**config.mk**
```make
export PLATFORM = sky130hd
export DESIGN_NAME = vga_display_timing
export DESIGN_NICKNAME = d
export VERILOG_FILES = /design/src/rtl/vga_timing_pkg.sv /design/src/rtl/clk_en_divider.sv /design/src/rtl/vga_display_timing.sv
export SDC_FILE = /design/constraint.sdc
export NUM_CORES = 1
export LEC_CHECK = 0
export CORE_AREA = 2 2 74 59
export DETAILED_ROUTE_END_ITERATION = 6
export DIE_AREA = 0 0 76 61
export HOLD_SLACK_MARGIN = 0.12
export PLACE_DENSITY = 0.78
export SETUP_SLACK_MARGIN = 0.2
export SLEW_MARGIN = 10
export SYNTH_ARGS = -nofsm -noshare
export SYNTH_HDL_FRONTEND = slang
export SYNTH_HIERARCHICAL = 1
export SYNTH_SLANG_ARGS = --single-unit
```
**constraint.sdc**
```tcl
create_clock -name clk -period 2.4 [get_ports clk]
set_input_delay 0.48 -clock clk [delete_from_list [all_inputs] [get_ports clk]]
set_output_delay 0.48 -clock clk [all_outputs]
set_load 0.05 [all_outputs]
```
**src/rtl/vga_timing_pkg.sv**
```systemverilog
// ---------------------------------------------------------------------------
// vga_timing_pkg
//   Shared constants and types for the 640x480@60 VGA timing generator.
//   Horizontal and vertical values are expressed in pixels and lines,
//   counted from the start of the sync pulse. That is why the visible window
//   starts after sync plus back porch, and not at zero.
//
//   Contents:
//     CNT_W / RGB_W        counter width and colour width
//     VGA_*                default 640x480 timing (totals, sync widths,
//                          inclusive active bounds) and board-clock divider
//     cnt_t / rgb_t        counter and colour vector types
//     vga_ctrl_t           the three per-pixel control bits (hsync, vsync,
//                          bright) that travel together
//     in_window()          inclusive unsigned range test
// ---------------------------------------------------------------------------
package vga_timing_pkg;

  localparam int unsigned CNT_W = 10;
  localparam int unsigned RGB_W = 12;

  // 100 MHz board clock / 4 = 25 MHz pixel rate.
  localparam int unsigned VGA_CLK_DIV  = 4;

  localparam int unsigned VGA_H_TOTAL  = 800;
  localparam int unsigned VGA_H_SYNC   = 96;
  localparam int unsigned VGA_H_ACT_LO = 144;
  localparam int unsigned VGA_H_ACT_HI = 783;

  localparam int unsigned VGA_V_TOTAL  = 525;
  localparam int unsigned VGA_V_SYNC   = 2;
  localparam int unsigned VGA_V_ACT_LO = 35;
  localparam int unsigned VGA_V_ACT_HI = 514;

  typedef logic [CNT_W-1:0] cnt_t;
  typedef logic [RGB_W-1:0] rgb_t;

  // Sync outputs are active-low; bright is active-high.
  typedef struct packed {
    logic hsync;
    logic vsync;
    logic bright;
  } vga_ctrl_t;

  // Inclusive range test on 10-bit unsigned counts. No wider intermediate is used.
  function automatic logic in_window(input cnt_t val, input cnt_t lo, input cnt_t hi);
    return (val >= lo) && (val <= hi);
  endfunction

endpackage

```
**src/rtl/clk_en_divider.sv**
```systemverilog
// ---------------------------------------------------------------------------
// clk_en_divider
//   Divides the board clock into a one-cycle enable strobe. It does not
//   produce a derived clock, so the rest of the design stays in a single
//   clock domain and advances only on cycles where pix_en is high.
//
//   Parameters:
//     CLK_DIV   board clocks per strobe (>= 2)
//   Ports:
//     clk       board clock
//     rst       asynchronous reset, active-low
//     pix_en    high for one clk whenever the phase counter sits at CLK_DIV-1
//
//   After reset the phase counter is 0. The first strobe is therefore visible
//   during the CLK_DIV-th clock after release.
// ---------------------------------------------------------------------------
module clk_en_divider #(
  parameter int unsigned CLK_DIV = 4
) (
  input  logic clk,
  input  logic rst,
  output logic pix_en
);

  localparam int unsigned      DIV_W    = (CLK_DIV > 2) ? $clog2(CLK_DIV) : 1;
  localparam logic [DIV_W-1:0] DIV_LAST = DIV_W'(CLK_DIV - 1);
  localparam logic [DIV_W-1:0] DIV_ONE  = DIV_W'(1);

  logic [DIV_W-1:0] r_div;
  logic [DIV_W-1:0] w_div_nxt;
  logic             r_pix_en;

  assign w_div_nxt = (r_div == DIV_LAST) ? '0 : r_div + DIV_ONE;

  // The strobe is registered from the next phase value. It goes high in the
  // same cycle in which r_div reads CLK_DIV-1, and it cannot glitch.
  always_ff @(posedge clk or negedge rst) begin
    if (!rst) begin
      // NOTE: every register in an edge-triggered block is assigned with <=,
      // so all of them sample pre-edge values and simulation matches hardware.
      r_div    <= '0;
      r_pix_en <= 1'b0;
    end else begin
      r_div    <= w_div_nxt;
      r_pix_en <= (w_div_nxt == DIV_LAST);
    end
  end

  assign pix_en = r_pix_en;

endmodule

```
**src/rtl/vga_display_timing.sv**
```systemverilog
// ---------------------------------------------------------------------------
// vga_display_timing
//   Front end of the game renderer. It produces 640x480@60 raster timing from
//   the 100 MHz board clock, returns the game controller's pixel colour to the
//   VGA pins, and forces that colour to black outside the visible window. It
//   also emits frame_tick, a once-per-frame strobe that paces game-object motion.
//
//   Parameters (defaults from vga_timing_pkg):
//     CLK_DIV                 board clocks per pixel (>= 2)
//     H_TOTAL / V_TOTAL       pixels per line / lines per frame
//     H_SYNC / V_SYNC         sync-low width in pixels / lines
//     H_ACT_LO..H_ACT_HI      visible hCount range, inclusive
//     V_ACT_LO..V_ACT_HI      visible vCount range, inclusive
//   Ports:
//     clk         board clock (single domain)
//     rst         asynchronous reset, active-low
//     rgb_in      colour from the game controller for the current hCount/vCount
//     hCount      horizontal position, 0..H_TOTAL-1
//     vCount      vertical position, 0..V_TOTAL-1
//     bright      high inside the visible window
//     hSync       horizontal sync, active-low
//     vSync       vertical sync, active-low
//     rgb_out     colour to the DAC; zero whenever bright is low
//     pix_en      one-clk pixel strobe, one every CLK_DIV clocks
//     frame_tick  one-clk strobe in the first clock at (0,0) after a frame wraps
//
//   Build option:
//     RGB_PIPE_EN  when defined, rgb_out is registered on pix_en. hSync,
//                  vSync and bright are delayed by one pixel to stay aligned
//                  with it. hCount, vCount and frame_tick are never delayed.
// ---------------------------------------------------------------------------
module vga_display_timing
  import vga_timing_pkg::*;
#(
  parameter int unsigned CLK_DIV  = VGA_CLK_DIV,
  parameter int unsigned H_TOTAL  = VGA_H_TOTAL,
  parameter int unsigned H_SYNC   = VGA_H_SYNC,
  parameter int unsigned H_ACT_LO = VGA_H_ACT_LO,
  parameter int unsigned H_ACT_HI = VGA_H_ACT_HI,
  parameter int unsigned V_TOTAL  = VGA_V_TOTAL,
  parameter int unsigned V_SYNC   = VGA_V_SYNC,
  parameter int unsigned V_ACT_LO = VGA_V_ACT_LO,
  parameter int unsigned V_ACT_HI = VGA_V_ACT_HI
) (
  input  logic             clk,
  input  logic             rst,
  input  logic [RGB_W-1:0] rgb_in,
  output logic [CNT_W-1:0] hCount,
  output logic [CNT_W-1:0] vCount,
  output logic             bright,
  output logic             hSync,
  output logic             vSync,
  output logic [RGB_W-1:0] rgb_out,
  output logic             pix_en,
  output logic             frame_tick
);

  localparam cnt_t H_LAST  = CNT_W'(H_TOTAL - 1);
  localparam cnt_t V_LAST  = CNT_W'(V_TOTAL - 1);
  localparam cnt_t H_SYN_C = CNT_W'(H_SYNC);
  localparam cnt_t V_SYN_C = CNT_W'(V_SYNC);
  localparam cnt_t H_LO_C  = CNT_W'(H_ACT_LO);
  localparam cnt_t H_HI_C  = CNT_W'(H_ACT_HI);
  localparam cnt_t V_LO_C  = CNT_W'(V_ACT_LO);
  localparam cnt_t V_HI_C  = CNT_W'(V_ACT_HI);
  localparam cnt_t CNT_ONE = CNT_W'(1);

  // -------------------------------------------------------------------------
  // Pixel-rate enable
  // -------------------------------------------------------------------------
  logic w_pix_en;

  clk_en_divider #(
    .CLK_DIV (CLK_DIV)
  ) u_clk_en_divider (
    .clk    (clk),
    .rst    (rst),
    .pix_en (w_pix_en)
  );

  // -------------------------------------------------------------------------
  // Raster counters (next-state logic)
  // -------------------------------------------------------------------------
  cnt_t      r_hcount;
  cnt_t      r_vcount;
  cnt_t      w_hcount_nxt;
  cnt_t      w_vcount_nxt;
  logic      w_h_wrap;
  logic      w_v_wrap;
  logic      w_frame_wrap;
  vga_ctrl_t w_ctrl_nxt;
  vga_ctrl_t r_ctrl;
  logic      r_frame_tick;

  assign w_h_wrap     = (r_hcount == H_LAST);
  assign w_v_wrap     = (r_vcount == V_LAST);
  assign w_frame_wrap = w_pix_en && w_h_wrap && w_v_wrap;

  always_comb begin
    // NOTE: defaults first, so every path assigns both outputs and no latch
    // is inferred when pix_en is low.
    w_hcount_nxt = r_hcount;
    w_vcount_nxt = r_vcount;
    if (w_pix_en) begin
      if (w_h_wrap) begin
        w_hcount_nxt = '0;
        w_vcount_nxt = w_v_wrap ? '0 : r_vcount + CNT_ONE;
      end else begin
        w_hcount_nxt = r_hcount + CNT_ONE;
      end
    end
  end

  // The control bits are decoded from the next-state counts and registered.
  // They therefore change on the same edge as the counters and always
  // describe the counts currently on hCount/vCount.
  always_comb begin
    w_ctrl_nxt.hsync  = !(w_hcount_nxt < H_SYN_C);
    w_ctrl_nxt.vsync  = !(w_vcount_nxt < V_SYN_C);
    w_ctrl_nxt.bright = in_window(w_hcount_nxt, H_LO_C, H_HI_C) &&
                        in_window(w_vcount_nxt, V_LO_C, V_HI_C);
  end

  // -------------------------------------------------------------------------
  // Counter, control and frame-strobe registers
  // -------------------------------------------------------------------------
  always_ff @(posedge clk or negedge rst) begin
    if (!rst) begin
      r_hcount     <= '0;
      r_vcount     <= '0;
      r_ctrl       <= '0;
      r_frame_tick <= 1'b0;
    end else begin
      r_hcount     <= w_hcount_nxt;
      r_vcount     <= w_vcount_nxt;
      r_ctrl       <= w_ctrl_nxt;
      // Frame_tick is set only by the wrap into (0,0). Leaving reset at
      // (0,0) does not produce a tick.
      r_frame_tick <= w_frame_wrap;
    end
  end

  assign hCount     = r_hcount;
  assign vCount     = r_vcount;
  assign pix_en     = w_pix_en;
  assign frame_tick = r_frame_tick;

  // -------------------------------------------------------------------------
  // Colour return path
  // -------------------------------------------------------------------------
`ifdef RGB_PIPE_EN
  // The colour for a pixel is captured at the end of that pixel. The control
  // bits that described the same pixel are captured with it, so the monitor
  // sees colour, syncs and blanking shifted together by exactly one pixel.
  vga_ctrl_t        r_ctrl_d;
  logic [RGB_W-1:0] r_rgb;

  always_ff @(posedge clk or negedge rst) begin
    if (!rst) begin
      // NOTE: these pipeline stages are a few flops rather than a memory, and
      // they are reset so the pins read 0 while rst is low.
      r_ctrl_d <= '0;
      r_rgb    <= '0;
    end else if (w_pix_en) begin
      r_ctrl_d <= r_ctrl;
      r_rgb    <= r_ctrl.bright ? rgb_in : '0;
    end
  end

  assign hSync   = r_ctrl_d.hsync;
  assign vSync   = r_ctrl_d.vsync;
  assign bright  = r_ctrl_d.bright;
  assign rgb_out = r_rgb;
`else
  assign hSync   = r_ctrl.hsync;
  assign vSync   = r_ctrl.vsync;
  assign bright  = r_ctrl.bright;
  assign rgb_out = r_ctrl.bright ? rgb_in : '0;
`endif

endmodule
```
==> qor.yml, run 1 <==
drt:
  met2_length_um: 1828
  post_drt_wl_per_cell_um: 15.31
  drc: 0
  vias_per_cell: 5.247
  routed_wl_um: 4149
  wl_met3_um: 350
  wl_met1_um: 1880
  drt_iter0_drc: 73
  highest_layer: "met4"
  vias: 1422
  first_pass_iters: 4
  antenna_left: 0
sta:
  tns_ns: 0
  post-route-min-period_ns: 2.312
  hold_viol: 0
  rsz0062_at_grt: "true"
  fmax_mhz: 432.5
  worstMarginPinSlew_ns: 0.5208
  max_slew_margin_pct: 65.17
  post-route-period-util_pct: 96.34
  drv_slew: 0
  fin_skew_ns: 0.002685
  finalSetupViolCount: 0
layout:
  final_util_pct: 62.26
  n_antenna_cell: 0
  nNetsFinal: 236
  multi_input_area_um2: 844.6
  stdcell_count: 271
  register_area_um2: 693.2
  layout-drive-gt1-share_pct: 27.78
  area_growth_pct: 56.53
  nFillCells: 320
critical_path:
  path_class: "reg -> reg"
  critPathTopFamily: "simple AND/OR/NAND/NOR gates"
  cp-start-kind: "flop"
  critical-path-slowest-cell: "dfrtp_2"
  crit_path_max_fanout: 4
  crit_path_frequent_cell: "nand4_1"
  crit_path_cell_trace: "ha_4, nand4_1, nor4_4, mux2_4, a31o_4, a211oi_2, nand4_1, a31oi_1"
  crit_path_max_incr_delay_ns: 0.42
  path_buf_inv: 0
  crit_required_ns: 2.60
  end_kind: "flop"
  critPathArrivalTime_ns: 2.52
global_route:
  antenna_found_initial: 0
  grt_pass1_vias: 1435
  grt_max_degree: 28
  track_usage_pct: 19.33
  grt_first_pass_wirelength_um: 6996
  grt-ovfl-total: 0
placement:
  gp_congestion: 0.8944
  dp_hpwl_um: 2912
  portBuffers: 50
  placedCellCount: 259
clock_tree:
  clkSlewWorstSetupHoldPaths_ns: 0.09
  worstSkewPairLatency_ns: 0.28
  cts_tree: "done"
  cts_inserted_buffers: 3
  h-tree-depth: 1
  clkSinkCount: 27
  cts_hold_buf: 0
  cts.path.max_buffers: 2
  root_buffer: "clkbuf_8"
yosys:
  synth.most_common_cell: "dfrtp_1"
  synth_xor_area_share_pct: 6.245
  postSynth.asyncResetShare_pct: 100.0
  synth_top_family_by_area: "simple AND/OR/NAND/NOR gates"
  synth_top_area_share_pct: 43.80
  synth-main-ff-cell: "dfrtp_1"
  ys_ff_latch: 27
  synth_cell_types: 45
  synth_edf_count: 0
  synth_area_leader_cell: "dfrtp_1"
  synth_mux_area_share_pct: 2.190
  synthAdderAreaFrac_pct: 4.055
  synthSimpleGateAreaFrac_pct: 25.79
  synth_compound_area_share_pct: 11.11
  yosysWarnings: 6
  synth_fp_nets: 177
  synth_area_leaders: "dfrtp_1 (44%), and2_1 (5.7%), ha_1 (4.1%)"
  synth_common_cells: "dfrtp_1 (27), and2_1 (14), inv_1 (11)"
  syn_inst: 158
  synth_area_um2: 1543
  yosysSeqAreaShare_pct: 43.80
  syn_avg_cell_area_um2: 9.764
floorplanning:
  initial_utilization_pct: 39.77
  die_x_um: 76
  num_rows: 20
  dieArea_um2: 4636
  ios: 51
  die_y_um: 61
  core_area_um2: 3879
power_and_ir_drop:
  cellLeakagePower_nw: 1.022
  power_frac_seq_pct: 60.7
  power_density_nw_per_um2: 309.8
  switching_share_pct: 21.10
  ir_drop_v: 0.0002510
  power_switching_mw: 0.1578
  intPower_mw: 0.5902
  comb_power_share_pct: 4.0
  clkPwrFrac_pct: 35.2
run:
  maxCapViolations: 0
hold_path:
  min_path_type: "reg -> reg"
outcome:
  outcome: "complete, no violations"
## per-stage QoR
step                setup WS, ns  area (µm²)  hold WS (ns)  total power [mW]
CTS                       0.2032        2405        0.4566            0.7499
detailed placement        0.1541        2253        0.4435            0.4941
floorplan                 0.1422        1593        0.1844            0.4635
global route            0.007085        2415        0.4823            0.7732
global placement          0.2190        2253        0.4409            0.4937
finish                   0.08793        2415        0.4523            0.7480
## registers in the layout, indices dropped and copies added, names as in the netlist
signal	count
u_clk_en_divider/r_div	2
frame_tick	1
hCount	10
u_clk_en_divider/pix_en	1
vSync	1
bright	1
hSync	1
vCount	10
## routing by layer
metal | vias to the layer above | track usage, %
li1 | 676 | -
met4 | 0 | 7.273
met3 | 10 | 5.952
met1 | 671 | 24.19
met2 | 65 | 32.53
met5 | - | 0
## logic make-up (layout without fill, tap and decap cells)
group / after synthesis / after routing
DFF: 27 / 27
xor gates and xnor gates: 11 / 11
adders and majority gates: 5 / 5
buffers and inverters: 18 / 76
AOI/OAI and AO/OA: 25 / 25
muxes: 3 / 3
and+or+nand+nor: 69 / 69
## final timing paths
kind / endpoint / from / cells past startpoint / slack, ns
worst max-delay path: bright / vCount[0] / 8 / 0.09
worst min-delay path: u_clk_en_divider/r_div[0] / u_clk_en_divider/r_div[0] / 1 / 0.45
worst max register to register: bright / vCount[0] / 8 / 0.09
worst min register to register: u_clk_en_divider/r_div[0] / u_clk_en_divider/r_div[0] / 1 / 0.45
max in group asynchronous: vCount[1] / rst / 2 / 1.54
min in group asynchronous: hSync / rst / 2 / 0.58
## power groups by stage
| stage | Combinational (mW) | Sequential, mW | Clock (mW) |
|---|---|---|---|
| global placement | 0.0303 | 0.463 | 0 |
| CTS | 0.0308 | 0.454 | 0.265 |
| global route | 0.0333 | 0.454 | 0.285 |
| finish | 0.0302 | 0.454 | 0.263 |
| floorplan | 0.00000111 | 0.464 | 0 |
| detailed placement | 0.0307 | 0.463 | 0 |
## cells in the final DEF (no fill, tap or decap), types with 2 or more instances in the layout
master,instances
mux2_2,2
o22ai_1,2
ha_1,3
o21ai_0,6
nor2_1,7
buf_4,10
buf_12,13
inv_1,11
a21oi_1,3
dfrtp_2,14
dlymetal6s2s_1,2
and3_1,2
nand3_1,5
nand4_1,7
ha_4,2
a31oi_1,2
or3_1,3
or3_4,2
nor3_2,2
nand2_1,10
dfrtp_1,13
clkdlybuf4s50_1,36
xor2_1,5
nor3_1,6
o211ai_1,2
o31ai_1,2
and2_1,14
clkbuf_8,3
xnor2_1,6
## final cells by class
cell class	instances	share of cell area [%]
repair buffers	61	29.84
inverters	11	1.710
clock inverters	1	0.2073
multi-input cells	113	34.97
well taps	55	2.850
flip-flops and latches	27	28.70
clock buffers	3	1.710
## repair_timing
action / in CTS / in global routing
pin swaps: 6 / 1
hold endpoints to repair: 0 / 0
setup endpoints to repair: 1 / 5
setup buffers: 8 / 0
resized for setup: 8 / 3
gates cloned: 0 / 0
Note: power is estimated with default switching activity, not from simulation.
==> inputs of run 2 (changes only) <==
--- a/config.mk
+++ b/config.mk
@@ -5,11 +5,13 @@
 export SDC_FILE = /design/constraint.sdc
 export NUM_CORES = 1
 export LEC_CHECK = 0
-export CORE_AREA = 2 2 74 59
+export ABC_AREA = 1
+export CORE_AREA = 2 2 77 60
+export CTS_CLUSTER_DIAMETER = 30
 export DETAILED_ROUTE_END_ITERATION = 6
-export DIE_AREA = 0 0 76 61
+export DIE_AREA = 0 0 79 62
 export HOLD_SLACK_MARGIN = 0.12
-export PLACE_DENSITY = 0.78
+export PLACE_DENSITY = 0.79
 export SETUP_SLACK_MARGIN = 0.2
 export SLEW_MARGIN = 10
 export SYNTH_ARGS = -nofsm -noshare
==> run 2 against run 1 <==
  * Final area is 2.5% higher
  * Critical path type is now reg -> out
  * Register-to-register slack better by 0.28 ns
  * Count of clock-buffer cells in the layout did not move
  * Power up 1.4%
==> qor.yml, run 2 <==
outcome:
  outcome: "complete, no violations"
clock_tree:
  worstSkewPairLatency_ns: 0.28  # about the same
  cts_hold_buf: 0  # unchanged
  cts.path.max_buffers: 2  # unchanged
  cts_tree: "done"
  cts_inserted_buffers: 3  # unchanged
  clkSinkCount: 27  # unchanged
  root_buffer: "clkbuf_8"
  clkSlewWorstSetupHoldPaths_ns: 0.10  # about the same
  h-tree-depth: 1  # unchanged
critical_path:
  crit_required_ns: 1.92  # -0.68 ns
  crit_path_cell_trace: "clkdlybuf4s50_1"
  reg2reg_depth: 13  # +5
  critPathArrivalTime_ns: 1.64  # -0.88 ns
  r2r_start: "hCount[0]"
  crit_path_max_fanout: 6  # +2
  reg2reg_setup_slack_ns: 0.37  # +0.28 ns
  path_class: "reg -> out"
  critical-path-slowest-cell: "clkdlybuf4s50_1"
  crit_path_max_incr_delay_ns: 0.86  # +0.44 ns
  end_kind: "primary output"
  path_buf_inv: 1  # +1
  cp_num_cells: 1  # -7
  cp-start-kind: "flop"
  cp-endpoint: "vCount[6]"
  rr_endpoint: "bright"
  critPathTopFamily: "buffers and inverters"
  crit_start: "vCount[6]"
global_route:
  grt_first_pass_wirelength_um: 6734  # -3.7%
  track_usage_pct: 17.73  # -1.6 points
  grt_pass1_vias: 1470  # +2.4%
  grt_max_degree: 28  # unchanged
  antenna_found_initial: 0  # unchanged
  grt-ovfl-total: 0  # unchanged
placement:
  portBuffers: 50  # unchanged
  gp_congestion: 0.9152  # +2.3%
  place_ws_ns: 0.3418  # +0.1878 ns
  dp_hpwl_um: 3240  # +11%
yosys:
  yosysWarnings: 6  # unchanged
  synth_cell_types: 26  # -42%
  syn_inst: 248  # +57%
  synth_edf_count: 0  # unchanged
  ys_ff_latch: 27  # unchanged
  postSynth.asyncResetShare_pct: 100.0  # unchanged
  synth_area_um2: 1720  # +12%
  synth_area_leaders: "dfrtp_1 (39%), nand2_1 (16%), inv_1 (12%)"
  synth_fp_nets: 267  # +51%
  synth-main-ff-cell: "dfrtp_1"
  syn_avg_cell_area_um2: 6.937  # -29%
  yosysSeqAreaShare_pct: 39.27  # -4.5 points
  synth.most_common_cell: "nand2_1"
  synth_area_leader_cell: "dfrtp_1"
  synth_common_cells: "nand2_1 (72), inv_1 (55), nor2_1 (30)"
  synth_top_area_share_pct: 39.27  # -4.5 points
sta:
  tns_ns: 0  # unchanged
  post-route-period-util_pct: 88.32  # -8.0 points
  rsz0062_at_grt: "true"
  max_slew_margin_pct: 65.33  # +0.16 points
  finalSetupViolCount: 0  # unchanged
  fin_skew_ns: 0.003033  # +0.0003488 ns
  worstMarginPinSlew_ns: 0.5184  # -0.002433 ns
  hold_viol: 0  # unchanged
  fmax_mhz: 471.8  # +9.1%
  post-route-min-period_ns: 2.120  # -0.1924 ns
  timing.final.ws_setup_ns: 0.2803  # +0.1924 ns
  drv_slew: 0  # unchanged
run:
  maxCapViolations: 0  # unchanged
floorplanning:
  core_area_um2: 4257  # +9.7%
  die_x_um: 79  # +3.9%
  die_y_um: 62  # +1.6%
  dieArea_um2: 4898  # +5.7%
  num_rows: 21  # +5.0%
  initial_utilization_pct: 40.42  # +0.64 points
  ios: 51  # unchanged
drt:
  first_pass_iters: 4  # unchanged
  vias_per_cell: 4.749  # -9.5%
  routed_wl_um: 4293  # +3.5%
  post_drt_wl_per_cell_um: 11.96  # -22%
  drt_iter0_drc: 107  # +47%
  antenna_left: 0  # unchanged
  drc: 0  # unchanged
  vias: 1705  # +20%
layout:
  mostFrequentLayoutCells: "nand2_1 (72), inv_1 (55), clkdlybuf4s50_1 (36)"
  multi_input_area_um2: 829.5  # -1.8%
  layout-drive-gt1-share_pct: 12.58  # -15 points
  nNetsFinal: 322  # +36%
  nFillCells: 404  # +26%
  final_common_cell: "nand2_1"
  area_growth_pct: 43.93
  register_area_um2: 675.6  # -2.5%
  n_antenna_cell: 0  # unchanged
power_and_ir_drop:
  cellLeakagePower_nw: 1.416  # +39%
  power_density_nw_per_um2: 306.5  # -1.1%
  ir_drop_v: 0.0003226  # +29%
hold_path:
  min_path_type: "reg -> reg"
[run 2: routing by layer]
metal	global-route usage, %	wire length [µm]	part of all wire, %	vias up
met2	29.78	2068	48	49
met3	3.613	214	5.0	2
li1	-	-	-	852
met4	2.217	10	0.23	0
met5	0	0	0	-
met1	24.89	2001	47	802
[run 2: logic make-up after synthesis]
logic type | Yosys count | synth area share, %
xor+xnor | 2 | 1.018
flops | 27 | 39.27
buf+inv | 59 | 13.75
simple gates | 144 | 38.25
compound gates | 11 | 4.072
fa+ha+maj | 5 | 3.636
[run 2: area by class of cell]
| cell class | instances | share of cell area [%] |
|---|---|---|
| tap | 57 | 2.880 |
| timing repair buffer | 53 | 26.02 |
| inverter | 55 | 8.338 |
| multi-input combinational | 163 | 33.50 |
| sequential | 27 | 27.29 |
| clock inverter | 1 | 0.3032 |
| clock buffer | 3 | 1.668 |
[run 2: repair_timing]
item                                    CTS  global route
endpoints found under the setup margin    1             2
pin swaps                                 0             1
gates resized for setup                   1             3
setup buffers                             0             1
cloned                                    0             1
[run 2: worst min path at each step]
stage / slack [ns] / cells after the start / to / startpoint
finish: 0.46 / 1 / u_clk_en_divider/r_div[0] / u_clk_en_divider/r_div[0]
global route: 0.48 / 1 / u_clk_en_divider/r_div[0] / u_clk_en_divider/r_div[0]
detailed placement: 0.45 / 1 / u_clk_en_divider/r_div[0] / u_clk_en_divider/r_div[0]
floorplan: 0.18 / 0 / bright / rst
CTS: 0.47 / 1 / u_clk_en_divider/r_div[0] / u_clk_en_divider/r_div[0]
global placement: 0.44 / 1 / u_clk_en_divider/r_div[0] / u_clk_en_divider/r_div[0]
[run 2: per-stage QoR]
step	cell area (µm²)	power, mW	hold WS (ns)	instances	util [%]
2_1_floorplan	1720	0.4637	0.1844	248	-
3_3_place_gp	2397	0.4944	0.4361	353	56.32
3_5_place_dp	2397	0.4946	0.4548	353	56.32
4_1_cts	2445	0.7697	0.4685	357	57.44
5_1_grt	2476	0.7890	0.4798	359	58.17
6_report	2476	0.7589	0.4639	359	58.17
[run 2: where the power goes]
part	switching [mW]	leakage, nW	internal [mW]
combinational	0.0110	1.03	0.0193
clock	0.156	0.0217	0.118
sequential	0	0.363	0.455
total	0.167	1.42	0.592
==> inputs of run 3 (changes only) <==
==> constraint.sdc (replaced) <==
create_clock -name clk -period 2.4 [get_ports clk]
set_input_delay 0.6 -clock clk [delete_from_list [all_inputs] [get_ports clk]]
set_output_delay 0.6 -clock clk [all_outputs]
set_load 0.05 [all_outputs]
==> run 3 against run 2 <==
  * Via count is 0.59% higher
  * Wire length shrank 2.0%
  * Critical path depth unchanged
  * Power shrank 0.82%
  * Sequential share of layout area is essentially flat
  * Maximum frequency down 1.7%
  * Sequential cell count unchanged
  * Utilization rose by 0.059 points
  * Largest cell class unchanged
==> qor.yml, run 3 (same netlist as run 2, synthesis figures left out) <==
critical_path:
  path_class: "reg -> out"
  critical-path-slowest-cell: "clkdlybuf4s50_1"
  crit_path_cell_trace: "clkdlybuf4s50_1"
  critPathArrivalTime_ns: 1.56  # -0.08 ns
  end_kind: "primary output"
  crit_path_max_incr_delay_ns: 0.84  # -0.02 ns
  cp-start-kind: "flop"
  crit_required_ns: 1.80  # -0.12 ns
  critPathTopFamily: "buffers and inverters"
  path_buf_inv: 1  # unchanged
  crit_path_max_fanout: 5  # -1
clock_tree:
  cts_hold_buf: 0  # unchanged
  h-tree-depth: 1  # unchanged
  cts_inserted_buffers: 3  # unchanged
  clkSlewWorstSetupHoldPaths_ns: 0.10  # about the same
  cts.path.max_buffers: 2  # unchanged
  root_buffer: "clkbuf_8"
  worstSkewPairLatency_ns: 0.28  # about the same
  cts_tree: "done"
  clkSinkCount: 27  # unchanged
floorplanning:
  dieArea_um2: 4898  # unchanged
  die_x_um: 79  # unchanged
  core_area_um2: 4257  # unchanged
  num_rows: 21  # unchanged
  ios: 51  # unchanged
  initial_utilization_pct: 40.42  # unchanged
  die_y_um: 62  # unchanged
drt:
  antenna_left: 0  # unchanged
  first_pass_iters: 4  # unchanged
  vias: 1715  # +0.59%
  post_drt_wl_per_cell_um: 11.68  # -2.3%
  drt_iter0_drc: 95  # -11%
  routed_wl_um: 4205  # -2.0%
  drc: 0  # unchanged
  vias_per_cell: 4.764  # +0.31%
power_and_ir_drop:
  power_frac_seq_pct: 60.4  # +0.5 points
  comb_power_share_pct: 4.1  # about the same
  clkPwrFrac_pct: 35.5  # -0.6 points
  ir_drop_v: 0.0002966  # -8.1%
  cellLeakagePower_nw: 1.500  # +5.9%
  power_density_nw_per_um2: 303.6  # -0.93%
  power_switching_mw: 0.1596  # -4.4%
  switching_share_pct: 21.20  # -0.79 points
  intPower_mw: 0.5930  # +0.18%
layout:
  multi_input_area_um2: 814.5  # -1.8%
  nFillCells: 378  # -6.4%
  area_growth_pct: 44.07
  mostFrequentLayoutCells: "nand2_1 (72), inv_1 (55), nor2_1 (30)"
  final_common_cell: "nand2_1"
  register_area_um2: 675.6  # unchanged
  stdcell_count: 360  # +0.28%
  nNetsFinal: 323  # +0.31%
  fin_area_um2: 2479  # +0.10%
  n_antenna_cell: 0  # unchanged
  layout-drive-gt1-share_pct: 12.21  # -0.37 points
global_route:
  grt_max_degree: 28  # unchanged
  busiest_layer: "met2"
  grtUsageMet1_pct: 25.09  # +0.20 points
  grt_first_pass_wirelength_um: 7038  # +4.5%
  track_usage_pct: 18.23  # +0.50 points
  globalRouteMet3Util_pct: 3.468  # -0.14 points
  grt_pass1_vias: 1564  # +6.4%
  use_met2_pct: 30.75  # +0.97 points
  antenna_found_initial: 0  # unchanged
  grt-ovfl-total: 0  # unchanged
sta:
  tns_ns: 0  # unchanged
  fmax_mhz: 463.8  # -1.7%
  fin_skew_ns: 0.003468  # +0.0004350 ns
  hold_viol: 0  # unchanged
  hold_slack_ns: 0.4590  # -0.004946 ns
  max_slew_margin_pct: 65.59  # +0.26 points
  post-route-period-util_pct: 89.84  # +1.5 points
  post-route-min-period_ns: 2.156  # +0.03651 ns
  drv_slew: 0  # unchanged
  worstMarginPinSlew_ns: 0.5145  # -0.003927 ns
  finalSetupViolCount: 0  # unchanged
  rsz0062_at_grt: "true"
run:
  maxCapViolations: 0  # unchanged
placement:
  portBuffers: 50  # unchanged
  dp_hpwl_um: 3234  # -0.21%
  gp_congestion: 0.9022  # -1.4%
  place_area_um2: 2405  # +0.31%
  placedCellCount: 354  # +0.28%
hold_path:
  min_path_type: "reg -> reg"
outcome:
  outcome: "complete, no violations"
## run 3: power groups by stage
stage	combinational, mW	clock (mW)	sequential (mW)
2_1_floorplan	0.000000606	0	0.464
5_1_grt	0.0343	0.292	0.455
6_report	0.0307	0.267	0.455
3_5_place_dp	0.0316	0	0.464
4_1_cts	0.0315	0.272	0.455
3_3_place_gp	0.0312	0	0.464
## run 3: per-layer routing
| metal | wire length, µm | part of all wire [%] |
|---|---|---|
| met5 | 0 | 0 |
| met4 | 21 | 0.50 |
| met3 | 246 | 5.9 |
| met2 | 1993 | 47 |
| met1 | 1944 | 46 |
## run 3: final timing paths
check                                     startpoint                         to  slack, ns  cells after the start
setup / recovery                           vCount[7]                  vCount[7]       0.24                      1
hold / removal             u_clk_en_divider/r_div[0]  u_clk_en_divider/r_div[0]       0.46                      1
setup reg to reg                           vCount[1]                     bright       0.38                     12
hold reg to reg            u_clk_en_divider/r_div[0]  u_clk_en_divider/r_div[0]       0.46                      1
max in group asynchronous                        rst                     bright       1.45                      2
min in group asynchronous                        rst                  hCount[2]       0.69                      2
## run 3: area by class of cell
class | instances | area share, %
tap | 57 | 2.877
inverter | 55 | 8.329
timing repair buffer | 54 | 26.86
sequential | 27 | 27.26
multi-input combinational | 163 | 32.86
clock buffer | 4 | 1.817
## run 3: per-stage QoR
step,util (%),power (mW),setup WS [ns]
2_1_floorplan,-,0.4637,0.2611
3_3_place_gp,56.50,0.4947,0.4350
3_5_place_dp,56.50,0.4952,0.3443
4_1_cts,57.50,0.7582,0.2184
5_1_grt,58.23,0.7810,0.1884
6_report,58.23,0.7526,0.2438
## run 3: timing repair
item	in CTS	in global routing
setup buffers	0	1
endpoints found under the setup margin	2	9
pin swaps	0	1
gates resized for setup	2	7
cloned	0	1
